**src/rtl/clz_share_ctrl.sv**
```systemverilog
// Shares one 64-bit count-leading-zeros datapath between two requesters.
// Round-robin arbitration feeds a single-entry result stage that is tagged with its owner.
module clz_share_ctrl #(
    parameter int XLEN = 64,
    parameter int CNTW = 7
) (
    input  logic            clk,
    input  logic            rst,

    input  logic            req0_valid,
    output logic            req0_ready,
    input  logic [1:0]      req0_op,
    input  logic [XLEN-1:0] req0_data,

    input  logic            req1_valid,
    output logic            req1_ready,
    input  logic [1:0]      req1_op,
    input  logic [XLEN-1:0] req1_data,

    output logic            resp0_valid,
    input  logic            resp0_ready,
    output logic            resp1_valid,
    input  logic            resp1_ready,
    output logic [CNTW-1:0] resp_cnt,

    output logic            cg_en
);

    // Handshake: a transfer happens in a cycle where valid and ready are both high.
    // req*_ready may depend combinationally on req*_valid and resp*_ready, so a
    // requester must never make its valid depend on its ready.

    typedef enum logic {
        S_IDLE = 1'b0,
        S_FULL = 1'b1
    } state_e;

    state_e          state_q,      state_d;
    logic            owner_q,      owner_d;
    logic            last_grant_q, last_grant_d;
    logic [CNTW-1:0] cnt_q,        cnt_d;

    logic            resp_fire;
    logic            slot_free;
    logic            grant;
    logic            accept;
    logic [1:0]      sel_op;
    logic [XLEN-1:0] sel_data;
    logic [XLEN-1:0] rev_data;
    logic [XLEN-1:0] operand;
    logic [XLEN-1:0] norm;
    logic [CNTW-1:0] lz;
    logic [CNTW-1:0] clz_cnt;

    always_comb begin
        resp_fire = (state_q == S_FULL) && (owner_q ? resp1_ready : resp0_ready);
        slot_free = (state_q == S_IDLE) || resp_fire;
    end

    // With both or neither requester valid, the one not granted last time is preferred.
    always_comb begin
        grant = ~last_grant_q;
        if (req0_valid && !req1_valid) begin
            grant = 1'b0;
        end else if (req1_valid && !req0_valid) begin
            grant = 1'b1;
        end
    end

    assign req0_ready = !rst && slot_free && !grant;
    assign req1_ready = !rst && slot_free && grant;
    assign accept     = grant ? (req1_valid && req1_ready) : (req0_valid && req0_ready);
    assign cg_en      = accept;

    // Data is zeroed unless its requester is valid, so junk on an idle bus never reaches the count.
    always_comb begin
        sel_op   = grant ? req1_op : req0_op;
        sel_data = '0;
        if (grant && req1_valid) begin
            sel_data = req1_data;
        end else if (!grant && req0_valid) begin
            sel_data = req0_data;
        end
    end

    // ctz becomes clz of the reversed word; 32-bit ops pad the low half with ones to cap the count at 32.
    always_comb begin
        for (int i = 0; i < XLEN; i++) begin
            rev_data[i] = sel_data[XLEN-1-i];
        end
        case (sel_op)
            2'b00:   operand = sel_data;
            2'b01:   operand = {sel_data[XLEN/2-1:0], {(XLEN/2){1'b1}}};
            2'b10:   operand = rev_data;
            default: operand = {rev_data[XLEN-1:XLEN/2], {(XLEN/2){1'b1}}};
        endcase
    end

    // Binary-search normalizer: each stage decides one count bit and shifts the zeros out.
    always_comb begin
        norm = operand;
        lz   = '0;
        if (norm[63:32] == 32'h0) begin
            lz[5] = 1'b1;
            norm  = norm << 32;
        end
        if (norm[63:48] == 16'h0) begin
            lz[4] = 1'b1;
            norm  = norm << 16;
        end
        if (norm[63:56] == 8'h0) begin
            lz[3] = 1'b1;
            norm  = norm << 8;
        end
        if (norm[63:60] == 4'h0) begin
            lz[2] = 1'b1;
            norm  = norm << 4;
        end
        if (norm[63:62] == 2'h0) begin
            lz[1] = 1'b1;
            norm  = norm << 2;
        end
        if (!norm[63]) begin
            lz[0] = 1'b1;
        end
        clz_cnt = (operand == '0) ? CNTW'(XLEN) : lz;
    end

    always_comb begin
        state_d      = state_q;
        owner_d      = owner_q;
        last_grant_d = last_grant_q;
        cnt_d        = cnt_q;
        if (accept) begin
            state_d      = S_FULL;
            owner_d      = grant;
            last_grant_d = grant;
            cnt_d        = clz_cnt;
        end else if (resp_fire) begin
            state_d = S_IDLE;
        end
    end

    always_ff @(posedge clk or posedge rst) begin
        if (rst) begin
            state_q      <= S_IDLE;
            owner_q      <= 1'b0;
            last_grant_q <= 1'b1;
            cnt_q        <= '0;
        end else begin
            state_q      <= state_d;
            owner_q      <= owner_d;
            last_grant_q <= last_grant_d;
            cnt_q        <= cnt_d;
        end
    end

    assign resp0_valid = (state_q == S_FULL) && !owner_q;
    assign resp1_valid = (state_q == S_FULL) && owner_q;
    assign resp_cnt    = cnt_q;

    a_resp_exclusive: assert property (@(posedge clk) disable iff (rst)
        !(resp0_valid && resp1_valid));

    a_resp0_hold: assert property (@(posedge clk) disable iff (rst)
        (resp0_valid && !resp0_ready) |=> (resp0_valid && $stable(resp_cnt)));

    a_resp1_hold: assert property (@(posedge clk) disable iff (rst)
        (resp1_valid && !resp1_ready) |=> (resp1_valid && $stable(resp_cnt)));

    a_no_ready_when_held: assert property (@(posedge clk) disable iff (rst)
        ((state_q == S_FULL) && !resp_fire) |-> !(req0_ready || req1_ready));

endmodule

```
**config.mk**
```make
export PLATFORM = sky130hd
export DESIGN_NAME = clz_share_ctrl
export DESIGN_NICKNAME = d
export VERILOG_FILES = /design/src/rtl/clz_share_ctrl.sv
export SDC_FILE = /design/constraint.sdc
export NUM_CORES = 1
export LEC_CHECK = 0
export BUFFER_PORTS_ARGS = -buffer_cell sky130_fd_sc_hd__buf_2
export CORE_MARGIN = 1
export CORE_UTILIZATION = 40
export DETAILED_ROUTE_END_ITERATION = 8
export GPL_ROUTABILITY_DRIVEN = 0
export PLACE_DENSITY_LB_ADDON = 0.12
export SYNTH_ARGS = -nofsm -noshare
export SYNTH_HDL_FRONTEND = slang
export SYNTH_SLANG_ARGS = --single-unit
```
**constraint.sdc**
```tcl
create_clock -name clk -period 6.11 [get_ports clk]
set_clock_uncertainty 0.15 [all_clocks]
set_input_delay 1.5275 -clock clk [delete_from_list [all_inputs] [get_ports clk]]
set_output_delay 1.5275 -clock clk [all_outputs]
set_load 0.01 [all_outputs]
```
Word level (Yosys, flattened, before mapping)
Index checks and enable logic that the tools add are counted.
W data, S select, Z words.
{"block": "classes", "mux": 22, "n_eq_ne": 2, "n_reduce_logical": 26, "bitwise": 2}
{"cell": "$mux W64", "n": 7}
{"cell": "$pmux W64 S3", "n": 1}
{"cell": "$logic_not A64 Y1", "n": 1}
{"cell": "$logic_not A32 Y1", "n": 1}
{"cell": "$logic_not A16 Y1", "n": 1}
{"cell": "$logic_and A1 B1 Y1", "n": 12}
{"cell": "$mux W1", "n": 12}
{"cell": "$logic_not A8 Y1", "n": 1}
{"cell": "$mux W7", "n": 1}
{"cell": "$logic_not A1 Y1", "n": 5}
{"cell": "$logic_not A2 Y1", "n": 2}
{"cell": "$logic_not A4 Y1", "n": 1}
{"cell": "$eq A2 B1 Y1 const B", "n": 1}
{"cell": "$eq A2 B2 Y1 const B", "n": 1}
{"cell": "$mux W2", "n": 1}
{"cell": "$not A1 Y1", "n": 2}
{"cell": "$reduce_bool A2 Y1", "n": 1}
{"cell": "$logic_or A1 B1 Y1", "n": 1}
{"block": "word_totals", "ff_bits": 10, "output_inout_bits": 12, "in_bits": 138}

Longest topological paths before layout
{"block": "depth", "depth_word": 21, "mapped_depth": 18, "mapped_depth_nobuf": 12}

Worst setup path before layout
Ideal clock, no wire load.
{"block": "synth_path", "path_kind": "input to register", "startpoint": "in req0_valid", "endpoint": "reg cnt_q[0], in the netlist resp_cnt[0]", "path_buffers": 4, "setup_slack_ps": 1329, "t_arrival_ps": 4497, "cell_stages": 16, "setup_time_ps": 134, "path_cell_list": "buf_6 or2_1 buf_2 a21oi_4 buf_4 nor2_1 or4_1 a21bo_1 buf_2 o41ai_2 o21ai_1 a32oi_1 nor3_1 o21a_1 a221oi_1 a22oi_1"}
{"block": "synth_via", "elab_chain_len": 21}
{"item": "start: declaration", "line": "10", "source": "input logic req0_valid,"}
{"item": "$logic_not A1 Y1", "line": "65", "source": "end else if (req1_valid && !req0_valid) begin"}
{"item": "$logic_and A1 B1 Y1", "line": "65"}
{"item": "$mux W1", "line": "65"}
{"item": "$mux W1", "line": "63", "source": "if (req0_valid && !req1_valid) begin"}
{"item": "$logic_not A1 Y1", "line": "70, 81"}
{"item": "$logic_and A1 B1 Y1", "line": "81", "source": "end else if (!grant && req0_valid) begin"}
{"item": "$mux W64", "line": "81"}
{"item": "$mux W64", "line": "79", "source": "if (grant && req1_valid) begin"}
{"item": "(+5 left out)"}
{"item": "$logic_not A8 Y1", "line": "111", "source": "if (norm[63:56] == 8'h0) begin"}
{"item": "$mux W64", "line": "111"}
{"item": "$logic_not A4 Y1", "line": "115", "source": "if (norm[63:60] == 4'h0) begin"}
{"item": "$mux W64", "line": "115"}
{"item": "$logic_not A2 Y1", "line": "119", "source": "if (norm[63:62] == 2'h0) begin"}
{"item": "$mux W64", "line": "119"}
{"item": "$mux W1", "line": "123", "source": "if (!norm[63]) begin"}
{"item": "$mux W7", "line": "126", "source": "clz_cnt = (operand == '0) ? CNTW'(XLEN) : lz;"}
{"item": "end signal: assignment", "line": "154", "source": "cnt_q <= cnt_d;"}
{"item": "end: declaration", "line": "41", "source": "logic [CNTW-1:0] cnt_q, cnt_d;"}
Several ways; a longest one is shown, not always the timed one.
A chain may end at the register's enable or synchronous reset.

Worst setup path after layout
Same ends and word-level chain as after synthesis.

==> results.yml <==
place:
  hpwlAfterDp_um: 11200
  dp.cells: 719
  portBuffers: 149
power:
  comb_power_share: 0.838
  intPower_uw: 457
  power_frac_clock: 0.066
  powerDensity_nw_per_um2: 267
  p_switching_uw: 661
  netSwitchingFraction: 0.591
  p_leak_nw: 1.72
  vdd_drop_max_mv: 0.114
  p_seq_frac: 0.096
sta:
  hold_viol_final: 0
  fin_crit_sh: 0.919
  maxSlewViolCount: 0
  rsz0062_at_grt: "false"
  max_freq_ghz: 0.178
  setup_viol: 0
  finalSetupTns_ps: 0
  min_period_ps: 5620
  worst_pin_slew_ps: 667
  slew_headroom: 0.555
clock_network:
  cts_hold_buf: 0
  clkLatencyLatePin_ps: 240
  cts.sinks: 10
  cts_tree: "done"
  cts_setup_buffers: 0
  cts.clk_slew.worst_paths_ps: 50
  htree_levels: 1
  cts-root-buf: "clkbuf_8"
  cts_buffer_depth: 2
  cts_buffers: 3
  cts_resized: 0
final_layout:
  final_cells: 723
  final_cell_mix: "buf_2 (149), a32oi_1 (65), nand2_1 (40), o21ai_0 (39), nand3_1 (39)"
  num_antenna_cells: 0
  nNetsFinal: 757
  layout_commonest_cell: "buf_2"
  fillers: 846
  areaGrowthSynthToFinish_pct: 19.1
  drive_gt1_frac: 0.322
global_routing:
  grt_pass1_vias: 4539
  grtUsageTotal: 0.320
  grt_max_degree: 67
  antenna_found_initial: 0
  grt_overflow: 0
  grt_pass1_wl_um: 23100
worst_hold_path:
  hp-class: "register to register"
  holdPathEnd: "resp_cnt[1]$_DFFE_PP0P_"
  holdCritStartpoint: "resp_cnt[1]$_DFFE_PP0P_"
  hold_depth: 1
synthesis:
  ys_warn_count: 0
  synth_fp_nets: 648
  synth_area_per_cell_um2: 6.89
  ys_ff_latch: 10
  synthArstFlopShare: 1.00
  synth_edf_count: 0
  synth_top_flop_cell: "dfrtp_1"
  synth_area_um2: 3510
  ys_types: 79
  yosysSeqAreaShare: 0.0716
  syn_inst: 510
routing:
  route.vias.total: 5035
  wl_um: 15000
  post_drt_wl_per_cell_um: 20.7
  drc_errors: 0
  initialDrtViolationCount: 601
  ant_nets: 0
  firstDrtPassIters: 6
  viasPerCell: 6.96
critical_path:
  r2r-start: "last_grant_q$_DFFE_PP1P_"
  worstSetupPathType: "input pin to register"
  path_max_fanout: 27
  r2r_cells: 14
  r2r_end: "resp_cnt[0]$_DFFE_PP0P_"
  rrSetupSlack_ps: 1400
  required_ps: 6110
  end_kind: "register"
  arrival_ps: 5620
  worstSetupStartpointType: "input pin"
status:
  outcome: "complete, no violations"
floorplanning:
  initial_core_util: 0.421
  core-area_um2: 8340
  die_y_um: 95.7
  rows: 33
  io_pins: 150
  die_area_um2: 9170
  die_x_um: 95.7
job:
  max_cap_violations: 0
-- worst max path at each step --
stage / from / endpoint / cells after the start
after global routing: req0_valid / resp_cnt[0]$_DFFE_PP0P_ / 13
final: req0_valid / resp_cnt[0]$_DFFE_PP0P_ / 13
after detailed placement: req1_valid / resp_cnt[0]$_DFFE_PP0P_ / 15
after global placement: req1_valid / resp_cnt[1]$_DFFE_PP0P_ / 15
after floorplan: req0_valid / resp_cnt[0]$_DFFE_PP0P_ / 16
after CTS: req0_valid / resp_cnt[0]$_DFFE_PP0P_ / 13
-- synth_stat cells, drive strengths merged (2+ instances only) --
library cell  instances  area [um2]
a221oi                2        17.5
a21boi                3        33.8
a31o                  7        61.3
nand4                11        68.8
a31oi                30         188
a41oi                 4        42.6
nor3                 41         215
or4                   4        30.0
o31ai                 2        20.0
and2                  4        25.0
a21bo                 2        20.0
nand2                42         168
mux2i                10         100
buf                  43         299
nor2                 21        83.8
a2111oi               2        17.5
or2                   4        25.0
a32o                  6        60.1
nand2b                2        20.0
a32oi                65         569
a21oi                26         145
a21o                  8        68.8
nand3                41         215
or3                   2        12.5
o21a                  4        30.0
clkbuf               17        68.8
nor4                  7        65.1
a311o                 2        20.0
and3                  7        43.8
dfrtp                 9         225
a211oi                3        22.5
inv                   4        15.0
o21ai                47         235
o41ai                 2        25.0
o211ai                3        22.5
nor2b                 6        37.5
-- power groups by stage --
stage	registers (mW)	logic, mW	clock network, mW
3_5_place_dp	0.107	0.898	0
5_1_grt	0.110	1.01	0.0786
2_1_floorplan	0.111	0.663	0
3_3_place_gp	0.107	0.892	0
6_report	0.107	0.937	0.0738
4_1_cts	0.106	0.902	0.0753
-- registers in the layout (all words and copies together), names as in the netlist --
register	flops
last_grant_q	1
resp_cnt	7
state_q	1
owner_q	1
-- critical path, stage by stage --
cell,delay [ps]
buf_2,170
or2_1,350
a21oi_4,580
o21ai_0,190
a31oi_1,430
or4b_1,550
nor4_4,460
nand2_2,290
o311a_1,450
and3_1,200
o21ai_0,190
nand2_1,90
a22oi_1,140
-- stage by stage --
step | hold slack [ps] | power [mW] | util | area [um2] | worst slack [ps]
2_1_floorplan | 318 | 0.773 | - | 3510 | 1330
3_3_place_gp | 311 | 0.998 | 0.497 | 4140 | 472
4_1_cts | 332 | 1.08 | 0.502 | 4190 | 655
3_5_place_dp | 320 | 1.00 | 0.497 | 4140 | 414
5_1_grt | 356 | 1.19 | 0.502 | 4190 | 190
6_report | 329 | 1.12 | 0.502 | 4190 | 493
-- logic make-up (layout without fill, tap and decap cells) --
logic type,after synthesis,after routing,share of synthesized area
flip-flops,10,10,0.0716
AO/OA/AOI/OAI,230,230,0.492
AND/OR/NAND/NOR,195,195,0.295
multiplexers,11,11,0.0317
buffers and inverters,64,172,0.109
-- per-layer routing --
layer,vias up,routed length (um),global-route usage
li1,2307,-,-
met5,-,0,0
met3,64,1540,0.0419
met4,0,651,0.131
met2,347,6450,0.502
met1,2317,6310,0.441
-- final cells by class --
| class | instances | area [um2] | area share |
|---|---|---|---|
| Timing Repair Buffer | 164 | 858 | 0.205 |
| Tap cell | 105 | 131 | 0.0314 |
| Inverter | 4 | 15.0 | 0.00359 |
| Sequential cell | 10 | 251 | 0.0601 |
| Multi-Input combinational cell | 436 | 2890 | 0.689 |
| Clock buffer | 4 | 45.0 | 0.0108 |
No activity file was read; power rests on OpenSTA's default activity.
